===== src/rtl/telem_pkg.sv =====
// Shared definitions for the telemetry framer: sync byte, framer state
// encoding and the constant helpers used to size the datapath.
package telem_pkg;

    localparam logic [7:0] SYNC_BYTE = 8'hA5;

    typedef enum logic [2:0] {
        IDLE  = 3'd0,
        SYNC  = 3'd1,
        COUNT = 3'd2,
        DATA  = 3'd3,
        CSUM  = 3'd4
    } telem_state_t;

    // Bytes needed to carry one WIDTH-bit word.
    function automatic int bytes_per_word(input int width);
        return (width + 7) / 8;
    endfunction

    // Clock cycles per UART bit, rounded to nearest.
    function automatic int baud_div(input int clk_hz, input int baud);
        return (clk_hz + baud / 2) / baud;
    endfunction

endpackage


===== src/rtl/uart_tx_byte.sv =====
// Single-byte UART transmitter: start bit, 8 data bits LSB first, one stop
// bit, each DIV clocks long. ready is also raised in the final cycle of the
// stop bit so a waiting byte follows with no idle gap.
module uart_tx_byte #(
    parameter int DIV = 868
) (
    input  logic       clk,
    input  logic       reset,
    input  logic [7:0] data,
    input  logic       valid,
    output logic       ready,
    output logic       tx
);

    localparam int DW = $clog2(DIV);

    logic          active;
    logic [3:0]    bit_cnt;
    logic [DW-1:0] div_cnt;
    logic [7:0]    shreg;
    logic          last_cycle;

    assign last_cycle = active && (bit_cnt == 4'd9) && (div_cnt == '0);
    assign ready      = !active || last_cycle;

    // Bit timer (down-counter per bit) and serialiser.
    always_ff @(posedge clk or negedge reset) begin
        if (!reset) begin
            active  <= 1'b0;
            bit_cnt <= '0;
            div_cnt <= '0;
            shreg   <= '0;
            tx      <= 1'b1;
        end else if (valid && ready) begin
            active  <= 1'b1;
            bit_cnt <= '0;
            div_cnt <= DW'(DIV - 1);
            shreg   <= data;
            tx      <= 1'b0;
        end else if (active) begin
            if (div_cnt != '0) begin
                div_cnt <= div_cnt - 1'b1;
            end else if (bit_cnt == 4'd9) begin
                active <= 1'b0;
                tx     <= 1'b1;
            end else begin
                bit_cnt <= bit_cnt + 1'b1;
                div_cnt <= DW'(DIV - 1);
                if (bit_cnt < 4'd8) begin
                    tx    <= shreg[0];
                    shreg <= {1'b0, shreg[7:1]};
                end else begin
                    tx <= 1'b1;
                end
            end
        end
    end

endmodule


===== src/rtl/telemetry_framer.sv =====
// Telemetry framer: snapshots CHANNELS words on a start request and sends
// one framed packet (sync, channel count, data, optional checksum) on a
// UART line.
// Build option: define TELEM_CHECKSUM_EN to append the 8-bit checksum byte.
//
// state | meaning
// IDLE  | waiting for start; also covers the last byte still on the line
// SYNC  | offering the 0xA5 sync byte
// COUNT | offering the channel-count byte
// DATA  | offering snapshot bytes, channel 0 first, MSB first
// CSUM  | offering the checksum byte (checksum builds only)
module telemetry_framer
    import telem_pkg::*;
#(
    parameter int CHANNELS = 2,
    parameter int WIDTH    = 8,
    parameter int CLK_HZ   = 100_000_000,
    parameter int BAUD     = 115200
) (
    input  logic                      clk,
    input  logic                      reset,
    input  logic [CHANNELS*WIDTH-1:0] values,
    input  logic                      start,
    input  logic                      clear_ovr,
    output logic                      tx,
    output logic                      busy,
    output logic                      frame_done,
    output logic                      overrun
);

    localparam int NB     = bytes_per_word(WIDTH);
    localparam int DIV    = baud_div(CLK_HZ, BAUD);
    localparam int NBYTES = CHANNELS * NB;
    localparam int SRW    = NBYTES * 8;
    localparam int CW     = $clog2(NBYTES + 1);

    if (DIV < 2) begin : g_bad_div
        $error("telemetry_framer: CLK_HZ/BAUD gives a bit divider below 2");
    end
    if (CHANNELS < 1 || CHANNELS > 255) begin : g_bad_channels
        $error("telemetry_framer: CHANNELS must be within 1..255");
    end
    if (WIDTH < 1 || WIDTH > 32) begin : g_bad_width
        $error("telemetry_framer: WIDTH must be within 1..32");
    end

    telem_state_t   state_q, state_d;
    logic [SRW-1:0] load_vec;
    logic [SRW-1:0] snap_q;
    logic [CW-1:0]  data_cnt;
    logic [7:0]     data_byte;
    logic           busy_q;
    logic           frame_done_q;
    logic           ovr_q;
    logic           snap_load;
    logic           end_of_frame;
    logic           uart_valid;
    logic           uart_ready;
    logic [7:0]     uart_data;
`ifdef TELEM_CHECKSUM_EN
    logic [7:0]     csum_q;
`endif

    assign data_byte = snap_q[SRW-1 -: 8];

    // Last cycle of the final stop bit: the line becomes free at the next edge.
    assign end_of_frame = busy_q && (state_q == IDLE) && uart_ready;

    // Lay the words out in transmit order, each zero-extended to NB bytes.
    always_comb begin
        load_vec = '0;
        for (int ch = 0; ch < CHANNELS; ch++) begin
            load_vec[(CHANNELS-1-ch)*NB*8 +: WIDTH] = values[ch*WIDTH +: WIDTH];
        end
    end

    // Next state and byte offered to the transmitter.
    always_comb begin
        state_d    = state_q;
        uart_valid = 1'b0;
        uart_data  = SYNC_BYTE;
        snap_load  = 1'b0;
        case (state_q)
            IDLE: begin
                // A request in the end-of-frame cycle is honoured, which gives
                // one idle-high clock between streamed frames.
                if (start && (!busy_q || end_of_frame)) begin
                    state_d   = SYNC;
                    snap_load = 1'b1;
                end
            end
            SYNC: begin
                uart_valid = 1'b1;
                uart_data  = SYNC_BYTE;
                if (uart_ready) state_d = COUNT;
            end
            COUNT: begin
                uart_valid = 1'b1;
                uart_data  = 8'(CHANNELS);
                if (uart_ready) state_d = DATA;
            end
            DATA: begin
                uart_valid = 1'b1;
                uart_data  = data_byte;
                if (uart_ready && data_cnt == '0) begin
`ifdef TELEM_CHECKSUM_EN
                    state_d = CSUM;
`else
                    state_d = IDLE;
`endif
                end
            end
`ifdef TELEM_CHECKSUM_EN
            CSUM: begin
                uart_valid = 1'b1;
                uart_data  = csum_q;
                if (uart_ready) state_d = IDLE;
            end
`endif
            default: state_d = IDLE;
        endcase
    end

    // State register.
    always_ff @(posedge clk or negedge reset) begin
        if (!reset) state_q <= IDLE;
        else        state_q <= state_d;
    end

    // Snapshot shift register and remaining-data-byte down-counter.
    always_ff @(posedge clk or negedge reset) begin
        if (!reset) begin
            snap_q   <= '0;
            data_cnt <= '0;
        end else begin
            if (snap_load) begin
                snap_q <= load_vec;
            end else if (state_q == DATA && uart_ready) begin
                snap_q <= snap_q << 8;
            end
            if (state_q == COUNT && uart_ready) begin
                data_cnt <= CW'(NBYTES - 1);
            end else if (state_q == DATA && uart_ready && data_cnt != '0) begin
                data_cnt <= data_cnt - 1'b1;
            end
        end
    end

`ifdef TELEM_CHECKSUM_EN
    // Running sum of the count byte and data bytes.
    always_ff @(posedge clk or negedge reset) begin
        if (!reset) begin
            csum_q <= '0;
        end else if (state_q == COUNT && uart_ready) begin
            csum_q <= 8'(CHANNELS);
        end else if (state_q == DATA && uart_ready) begin
            csum_q <= csum_q + data_byte;
        end
    end
`endif

    // Busy spans first start bit to last stop bit; frame_done marks its end.
    always_ff @(posedge clk or negedge reset) begin
        if (!reset) begin
            busy_q       <= 1'b0;
            frame_done_q <= 1'b0;
        end else begin
            frame_done_q <= end_of_frame;
            if (state_q == SYNC && uart_ready) begin
                busy_q <= 1'b1;
            end else if (end_of_frame) begin
                busy_q <= 1'b0;
            end
        end
    end

    // Sticky overrun; setting wins over clearing. A request landing in the
    // end-of-frame cycle starts the next frame, so it is not an overrun.
    always_ff @(posedge clk or negedge reset) begin
        if (!reset) begin
            ovr_q <= 1'b0;
        end else if (start && busy_q && !end_of_frame) begin
            ovr_q <= 1'b1;
        end else if (clear_ovr) begin
            ovr_q <= 1'b0;
        end
    end

    uart_tx_byte #(
        .DIV (DIV)
    ) u_uart (
        .clk   (clk),
        .reset (reset),
        .data  (uart_data),
        .valid (uart_valid),
        .ready (uart_ready),
        .tx    (tx)
    );

    assign busy       = busy_q;
    assign frame_done = frame_done_q;
    assign overrun    = ovr_q;

endmodule


===== config.mk =====
export PLATFORM = sky130hd
export DESIGN_NAME = telemetry_framer
export DESIGN_NICKNAME = d
export VERILOG_FILES = /design/src/rtl/telem_pkg.sv /design/src/rtl/uart_tx_byte.sv /design/src/rtl/telemetry_framer.sv
export SDC_FILE = /design/constraint.sdc
export NUM_CORES = 1
export LEC_CHECK = 0
export BUFFER_PORTS_ARGS = -buffer_cell sky130_fd_sc_hd__buf_4
export CORE_MARGIN = 5
export CORE_UTILIZATION = 45
export DETAILED_ROUTE_END_ITERATION = 8
export GPL_ROUTABILITY_DRIVEN = 0
export SLEW_MARGIN = 15
export SYNTH_ARGS = -nofsm -noshare
export SYNTH_HDL_FRONTEND = slang
export SYNTH_SLANG_ARGS = --single-unit

===== constraint.sdc =====
create_clock -name clk -period 6.11 [get_ports clk]
set_input_delay 0.9165 -clock clk [delete_from_list [all_inputs] [get_ports clk]]
set_output_delay 0.9165 -clock clk [all_outputs]
set_load 0.01 [all_outputs]

==> flow_summary.toml, run 1 <==
[critical_path]
cp_slowest_cell = "nor2_1"
critical-path-max-stage-delay_ps = 810
startpoint_type = "flop"
cp_common_cell = "nor2_1"
path_class = "reg -> reg"
end_kind = "flop"
crit_required_ps = 6320
crit_arrival_ps = 3000
critPathMaxFanout = 11
path_cells = "inv_1 > ha_1 > or4b_1 > nor4_4 > nor2_1 > nor2_1 > mux2i_1"

[cts]
cts_resized = 0
clk_pin_slew_ps = 90
postCtsSetupBuffers = 0
cts_buffers = 5
clock-root-buffer = "clkbuf_8"
htreeDepth = 2
clock-sinks = 47
clk_path_buf_depth = 2
clk_latency_ps = 290
tritoncts = "yes"
ctsHoldBuffers = 0

[timing]
period_share = 0.456
setup_viol = 0
period_minus_slack_ps = 2790
slew_headroom = 0.300
skew_ps = 11.0
final_hold_viol_count = 0
rsz0062_at_grt = "no"
finalSetupTns_ps = 0
worstMarginPinSlew_ps = 1050
max_freq_mhz = 359
slew_violations = 0

[pwr]
ir_drop_uv = 86.2
power.density_nw_per_um2 = 186
p_leak_nw = 1.33

[synthesis]
synthAdderAreaFrac = 0.0505
postSynth.asyncResetShare = 1.00
syn_inst = 247
seq_area_frac_synth = 0.475
synth.distinct_cells = 45
synth_compound_area_frac = 0.138
yosys_warnings = 0
synthSimpleGateAreaFrac = 0.167
synth_top_family_by_area = "simple AND/OR/NAND/NOR gates"
synth_xor_area_frac = 0.00354
synthMuxAreaShare = 0.114
synthTopCellsByArea = "dfrtp_1, mux2i_1, ha_1, nor2_1, a21oi_1"
synth_flop_cell = "dfrtp_1"
synth_seq_cells = 47
syn-num-nets = 277
avgSynthCellArea_um2 = 10.0
synth_top_area_frac = 0.465
synth_edf_count = 0
mappedNetlistArea_um2 = 2480
yosys.area.top_type = "dfrtp_1"

[global_route]
grt_max_degree = 48
grt-ovfl-total = 0
antenna_found_initial = 0
grt_pass1_vias = 1832
grt_pass1_wl_um = 8430
grtUsageTotal = 0.144

[die]
num_io_pins = 24
die_w_um = 84.2
die_h_um = 84.2
die-area_um2 = 7090
initial_utilization = 0.455
core_um2 = 5440
placementRows = 27

[detailed_routing]
viasPerCell = 5.33
drt-pass1-iter-count = 4
via_count = 1811
post_drt_wl_per_cell_um = 14.2
route.detailed.drc = 0
top_layer = "met4"
wl_met3_um = 159
routedLengthMet1_um = 2290
routed_wl_um = 4840
wl_met2_um = 2350
drt_iter0_drc = 67
ant_nets = 0

[worst_hold_path]
hold_path_class = "reg -> reg"

[cells_and_area]
diodes = 0
nNetsFinal = 298
area_delta_synth_final_pct = 12.2
fillers = 525
final_cells = 340
drive_gt1_frac = 0.160
multi_input_area_um2 = 1170
ff_latch_area_um2 = 1180

[run_status]
status = "complete, no violations"

[place]
numPortBuffers = 23
hpwl_um = 3360
dp.cells = 333

[run]
maxCapViolations = 0
[state kept, by name, summed over array words and instances, names as in the netlist]
name / count
u_uart.div_cnt: 10
u_uart.bit_cnt: 4
state_q: 2
busy: 1
u_uart.tx: 1
overrun: 1
u_uart.active: 1
frame_done: 1
u_uart.shreg: 8
data_cnt: 2
snap_q: 16
[cells in the mapped netlist, types with 2 or more instances]
cell type,n
a211oi_1,2
a21oi_1,18
a22oi_1,2
a31oi_1,3
and3_1,4
buf_2,2
buf_6,2
clkbuf_1,6
dfrtp_1,46
ha_1,10
inv_1,19
mux2i_1,27
nand2_1,14
nand2b_1,2
nand3_1,11
nand3b_1,2
nor2_1,25
nor3_1,3
nor4_1,4
o21ai_0,13
o21ai_1,3
o22ai_1,2
o31ai_1,3
or4_4,2
or4b_2,2
[cells by family after synthesis]
logic type / Yosys count
compound gates: 55
simple gates: 77
flops: 47
xor+xnor: 1
mux: 28
buf+inv: 29
fa+ha+maj: 10
[where the power goes]
part,internal [mW],switching [mW]
combinational,0.00871,0.00861
clock,0.0889,0.0987
sequential,0.311,0.000212
total,0.409,0.108
[critical path, delay by kind of cell, from the launching register on]
kind	cells	cell delay, ps
and+or+nand+nor	4	1730
DFF	1	430
muxes	1	280
adders and majority gates	1	170
buffers and inverters	1	100
[through the flow]
| stage | setup slack (ps) | util | cell area, um^2 | power, mW | hold WS [ps] |
|---|---|---|---|---|---|
| after CTS | 3310 | 0.511 | 2780 | 0.525 | 512 |
| final | 3320 | 0.511 | 2780 | 0.516 | 509 |
| after global routing | 3120 | 0.511 | 2780 | 0.539 | 551 |
| after global placement | 3430 | 0.495 | 2690 | 0.336 | 491 |
| after floorplan | 3780 | - | 2480 | 0.319 | 468 |
| after detailed placement | 3360 | 0.495 | 2690 | 0.336 | 493 |
[path summary, 6_finish.rpt]
kind                       slack [ps]  cells after the start         startpoint           endpoint
min                               510                      2          snap_q[4]          snap_q[4]
min reg2reg                       510                      2          snap_q[4]          snap_q[4]
max reg2reg                      3320                      7  u_uart.div_cnt[0]    u_uart.shreg[3]
min in group asynchronous         620                      1              reset         state_q[1]
max                              3320                      7  u_uart.div_cnt[0]    u_uart.shreg[3]
max in group asynchronous        5080                      1              reset  u_uart.bit_cnt[2]
[layout by cell type, fill, tap and decap left out, drive strengths merged, types with 2 or more instances in the layout]
cell type and instances:
a211oi 2, a21oi 18, a22oi 2, a31oi 4
and3 4, buf 24, clkbuf 6, dfrtp 46
ha 10, inv 19, mux2i 27, nand2 15
nand2b 2, nand3 11, nand3b 2, nor2 25
nor3 4, nor4 5, o21ai 17, o22ai 2
o31ai 3, or4 3, or4b 3
[layout make-up]
| class | instances | share of cell area |
|---|---|---|
| well taps | 72 | 0.0324 |
| clock inverters | 1 | 0.00180 |
| inverters | 19 | 0.0257 |
| clock buffers | 6 | 0.0297 |
| repair buffers | 24 | 0.0648 |
| flip-flops and latches | 47 | 0.424 |
| multi-input cells | 171 | 0.422 |
[routing by layer]
metal | GRT usage | vias to the layer above
met5 | 0 | -
met2 | 0.243 | 22
li1 | - | 916
met3 | 0.0373 | 2
met1 | 0.184 | 871
met4 | 0.0395 | 0
Power figures use the tool's default switching activity.
==> run 2: changes to the inputs <==
==> constraint.sdc (replaced) <==
create_clock -name clk -period 2.65 [get_ports clk]
set_input_delay 0.3975 -clock clk [delete_from_list [all_inputs] [get_ports clk]]
set_output_delay 0.3975 -clock clk [all_outputs]
set_load 0.01 [all_outputs]
==> flow_summary.toml, run 2 (synthesized netlist as in run 1, its figures left out) <==
[critical_path]
critPathMaxFanout = 6
startpoint_type = "flop"
crit_arrival_ps = 2640
rr_worst_depth = 7
rrSetupSlack_ps = 190
path_class = "reg -> reg"
crit_required_ps = 2840
end_kind = "flop"
r2r_start = "u_uart.div_cnt[0]"
timing.rr.end = "state_q[1]"

[pwr]
ir_drop_uv = 329
total_power_mw = 1.22
power.density_nw_per_um2 = 433
p_leak_nw = 1.35

[cts]
tritoncts = "yes"
clk_path_buf_depth = 2
clock-sinks = 47
clk_latency_ps = 300
cts_resized = 0
clk_pin_slew_ps = 90
ctsHoldBuffers = 0
clock-root-buffer = "clkbuf_8"
postCtsSetupBuffers = 0
cts_buffers = 5
htreeDepth = 2

[global_route]
grtUsageTotal = 0.145
grt_max_degree = 48
antenna_found_initial = 0
grt_pass1_wl_um = 8510
grt_pass1_vias = 1796
grt-ovfl-total = 0

[run_status]
status = "complete, no violations"

[die]
num_io_pins = 24
die_h_um = 84.2
die_w_um = 84.2
initial_utilization = 0.455
die-area_um2 = 7090
core_um2 = 5440
placementRows = 27

[worst_hold_path]
hold_path_class = "in -> async"

[detailed_routing]
viasPerCell = 5.26
route.detailed.drc = 0
drt-pass1-iter-count = 4
ant_nets = 0
post_drt_wl_per_cell_um = 13.9
via_count = 1814
routed_wl_um = 4810
drt_iter0_drc = 124

[cells_and_area]
largest_register = "snap_q"
diodes = 0
area_delta_synth_final_pct = 13.9
nNetsFinal = 302
final_common_cell = "dfrtp_1"
reg_top3 = "snap_q x16, u_uart.div_cnt x10, u_uart.shreg x8"
fillers = 498
drive_gt1_frac = 0.176
largest_reg_flops = 16
layout_common_cells = "dfrtp_1, buf_4, mux2i_1, nor2_1, inv_1"

[timing]
finalSetupTns_ps = 0
period_share = 0.927
slew_violations = 0
rsz0062_at_grt = "no"
slew_headroom = 0.385
skew_ps = 4.55
max_freq_mhz = 407
period_minus_slack_ps = 2460
worstMarginPinSlew_ps = 922
setup_viol = 0
final_hold_viol_count = 0

[place]
hpwl_um = 3330
numPortBuffers = 23

[run]
maxCapViolations = 0
[run 2: through the flow]
stage / utilization / area [um^2] / worst slack [ps] / hold WS (ps) / std cells
final: 0.519 / 2820 / 193 / 98.5 / 345
after global routing: 0.519 / 2820 / 101 / 147 / 345
after CTS: 0.519 / 2820 / 197 / 122 / 345
after detailed placement: 0.500 / 2720 / 211 / 448 / 337
after global placement: 0.500 / 2720 / 241 / 451 / 337
after floorplan: - / 2480 / 318 / 102 / 247
[run 2: worst max-delay path, stage by stage, from the launching register on]
cell and delay, ps:
dfrtp_1 430, inv_1 90, ha_1 150, or4b_1 500
or4_4 470, nand2_2 150, o221a_2 240, mux2_1 320
[run 2: area by class of cell]
cell class                 instances  area [um^2]  share of cell area
sequential                        47         1180               0.417
multi-input combinational        171         1170               0.416
timing repair buffer              28          210              0.0745
tap                               72         90.1              0.0319
clock buffer                       6         82.6              0.0293
inverter                          19         71.3              0.0253
clock inverter                     2         16.3             0.00577
[run 2: worst max-delay path by stage]
stage                      startpoint    endpoint  slack, ps  cells past startpoint
floorplan           u_uart.div_cnt[0]  state_q[1]        320                      7
global placement    u_uart.div_cnt[0]  state_q[1]        240                      7
detailed placement  u_uart.div_cnt[0]  state_q[1]        210                      7
CTS                 u_uart.div_cnt[0]  state_q[1]        200                      7
global route        u_uart.div_cnt[0]  state_q[1]        100                      7
finish              u_uart.div_cnt[0]  state_q[1]        190                      7
[run 2: report_power, final]
| part | switching (mW) | internal [mW] | total [mW] |
|---|---|---|---|
| Sequential | 0.000494 | 0.718 | 0.718 |
| Combinational | 0.0199 | 0.0201 | 0.0400 |
| Clock | 0.251 | 0.213 | 0.464 |
| Total | 0.271 | 0.951 | 1.22 |
[run 2: layer usage]
metal	vias up	share of wire	global-route usage
li1	924	-	-
met1	859	0.49	0.203
met2	29	0.46	0.227
met3	2	0.037	0.0343
met4	0	0.0060	0.0351
met5	-	0	0
==> run 3: changes to the inputs <==
--- a/config.mk
+++ b/config.mk
@@ -5,6 +5,7 @@
 export SDC_FILE = /design/constraint.sdc
 export NUM_CORES = 1
 export LEC_CHECK = 0
+export ABC_AREA = 1
 export BUFFER_PORTS_ARGS = -buffer_cell sky130_fd_sc_hd__buf_4
 export CORE_MARGIN = 5
 export CORE_UTILIZATION = 45
==> flow_summary.toml, run 3 <==
[run_status]
status = "complete, no violations"

[cells_and_area]
final_common_cell = "nand2_1"
drive_gt1_frac = 0.163
reg_top3 = "snap_q x16, u_uart.div_cnt x10, u_uart.shreg x8"
ff_latch_area_um2 = 1180
largest_reg_flops = 16
area_delta_synth_final_pct = 10.7
nNetsFinal = 372
largest_register = "snap_q"
layout_common_cells = "nand2_1, nand3_1, dfrtp_1, inv_1, nor2_1"
multi_input_area_um2 = 1210
diodes = 0
fillers = 554
utilization = 0.521
design_area_um2 = 2920

[synthesis]
synth_top_area_frac = 0.436
mappedNetlistArea_um2 = 2640
synth_seq_cells = 47
synth_edf_count = 0
post-synth-top-count-cell = "nand2_1"
seq_area_frac_synth = 0.446
synthTopCellsByArea = "dfrtp_1, nand3_1, nand2_1, inv_1, ha_1"
postSynth.asyncResetShare = 1.00
synth.distinct_cells = 27
synthTopCellsByCount = "nand2_1, nand3_1, dfrtp_1, inv_1, nor2_1"
avgSynthCellArea_um2 = 8.20
yosys.area.top_type = "dfrtp_1"
synth_flop_cell = "dfrtp_1"
syn_inst = 322
syn-num-nets = 352
yosys_warnings = 0

[die]
die_h_um = 86.6
num_io_pins = 24
initial_utilization = 0.471
die-area_um2 = 7500
placementRows = 27
die_w_um = 86.6
core_um2 = 5610

[pwr]
power.density_nw_per_um2 = 829
total_power_mw = 2.42
ir_drop_uv = 406
p_leak_nw = 1.48

[timing]
period_minus_slack_ps = 2160
skew_ps = 7.43
setup_viol = 0
worstMarginPinSlew_ps = 606
rsz0062_at_grt = "no"
final_hold_viol_count = 0
max_freq_mhz = 463
slew_violations = 0
slew_headroom = 0.596
period_share = 0.815
hold_slack_ps = 90.0
finalSetupTns_ps = 0

[global_route]
grt_pass1_vias = 1953
grt_pass1_wl_um = 9020
grt_max_degree = 48
antenna_found_initial = 0
grtUsageTotal = 0.150
grt-ovfl-total = 0

[critical_path]
end_kind = "flop"
rr_worst_depth = 11
r2r_start = "u_uart.div_cnt[0]"
startpoint_type = "flop"
timing.rr.end = "snap_q[4]"
critPathMaxFanout = 32
crit_required_ps = 2850
rrSetupSlack_ps = 490
cp-endpoint = "snap_q[4]"
path_class = "reg -> reg"
crit_start = "u_uart.div_cnt[0]"
crit_arrival_ps = 2360

[place]
numPortBuffers = 23
dpl_cell_area_um2 = 2830
hpwl_um = 3560

[cts]
postCtsSetupBuffers = 0
clk_path_buf_depth = 2
clock-root-buffer = "clkbuf_8"
clock-sinks = 47
ctsHoldBuffers = 0
cts_resized = 0
cts_buffers = 5
clk_pin_slew_ps = 90
htreeDepth = 2
tritoncts = "yes"
clk_latency_ps = 300

[detailed_routing]
ant_nets = 0
viasPerCell = 4.89
routed_wl_um = 4970
post_drt_wl_per_cell_um = 12.0
route.detailed.drc = 0
drt_iter0_drc = 107
via_count = 2028
drt-pass1-iter-count = 4

[worst_hold_path]
hold_path_class = "in -> async"

[run]
maxCapViolations = 0
run 3: critical path, stage by stage (launching register included):
cell and delay (ps):
dfrtp_1 370, inv_1 160, ha_1 190, inv_1 40, nor2_1 80, nand3_1 120
nand2_4 130, nand2_4 160, nand2_4 190, nand3_4 330, nand3_1 210, o21ai_2 60
run 3: cell families (layout without fill, tap and decap cells):
kind of cell	Yosys count	after routing	synth area share
AND/OR/NAND/NOR	162	162	0.300
flip-flops	47	47	0.446
adder cells (fa/ha/maj)	10	10	0.0474
XOR/XNOR	4	4	0.0133
AO/OA/AOI/OAI	43	43	0.0967
buffers and inverters	56	77	0.0967
run 3: metrics by stage:
step | std cells | setup slack [ps]
after floorplan | 322 | 969
after global placement | 407 | 513
after detailed placement | 407 | 487
after CTS | 415 | 465
after global routing | 415 | 269
final | 415 | 490
run 3: how the worst min path moves through the flow:
stage	from	endpoint	slack [ps]	cells after the start
after global placement	reset	u_uart.div_cnt[5]	450	1
after floorplan	reset	busy	100	0
final	reset	u_uart.div_cnt[4]	90	1
after global routing	reset	frame_done	140	1
after detailed placement	reset	u_uart.div_cnt[5]	450	1
after CTS	reset	u_uart.div_cnt[0]	110	1
run 3: area by class of cell:
| cell class | instances | area share |
|---|---|---|
| multi-input combinational | 219 | 0.413 |
| sequential | 47 | 0.403 |
| timing repair buffer | 26 | 0.0668 |
| inverter | 43 | 0.0552 |
| tap | 72 | 0.0308 |
| clock buffer | 6 | 0.0248 |
| clock inverter | 2 | 0.00600 |
run 3: where the power goes:
part / internal, mW / switching [mW] / total (mW)
clock network: 0.190 / 0.248 / 0.438
logic: 0.343 / 0.496 / 0.839
registers: 0.965 / 0.179 / 1.14
total: 1.50 / 0.923 / 2.42
run 3: layer usage:
metal	GRT usage	up-vias	wire (um)
met2	0.223	27	2110
met4	0.0552	0	76
met3	0.0399	7	233
met5	0	-	0
li1	-	1084	-
met1	0.211	910	2560
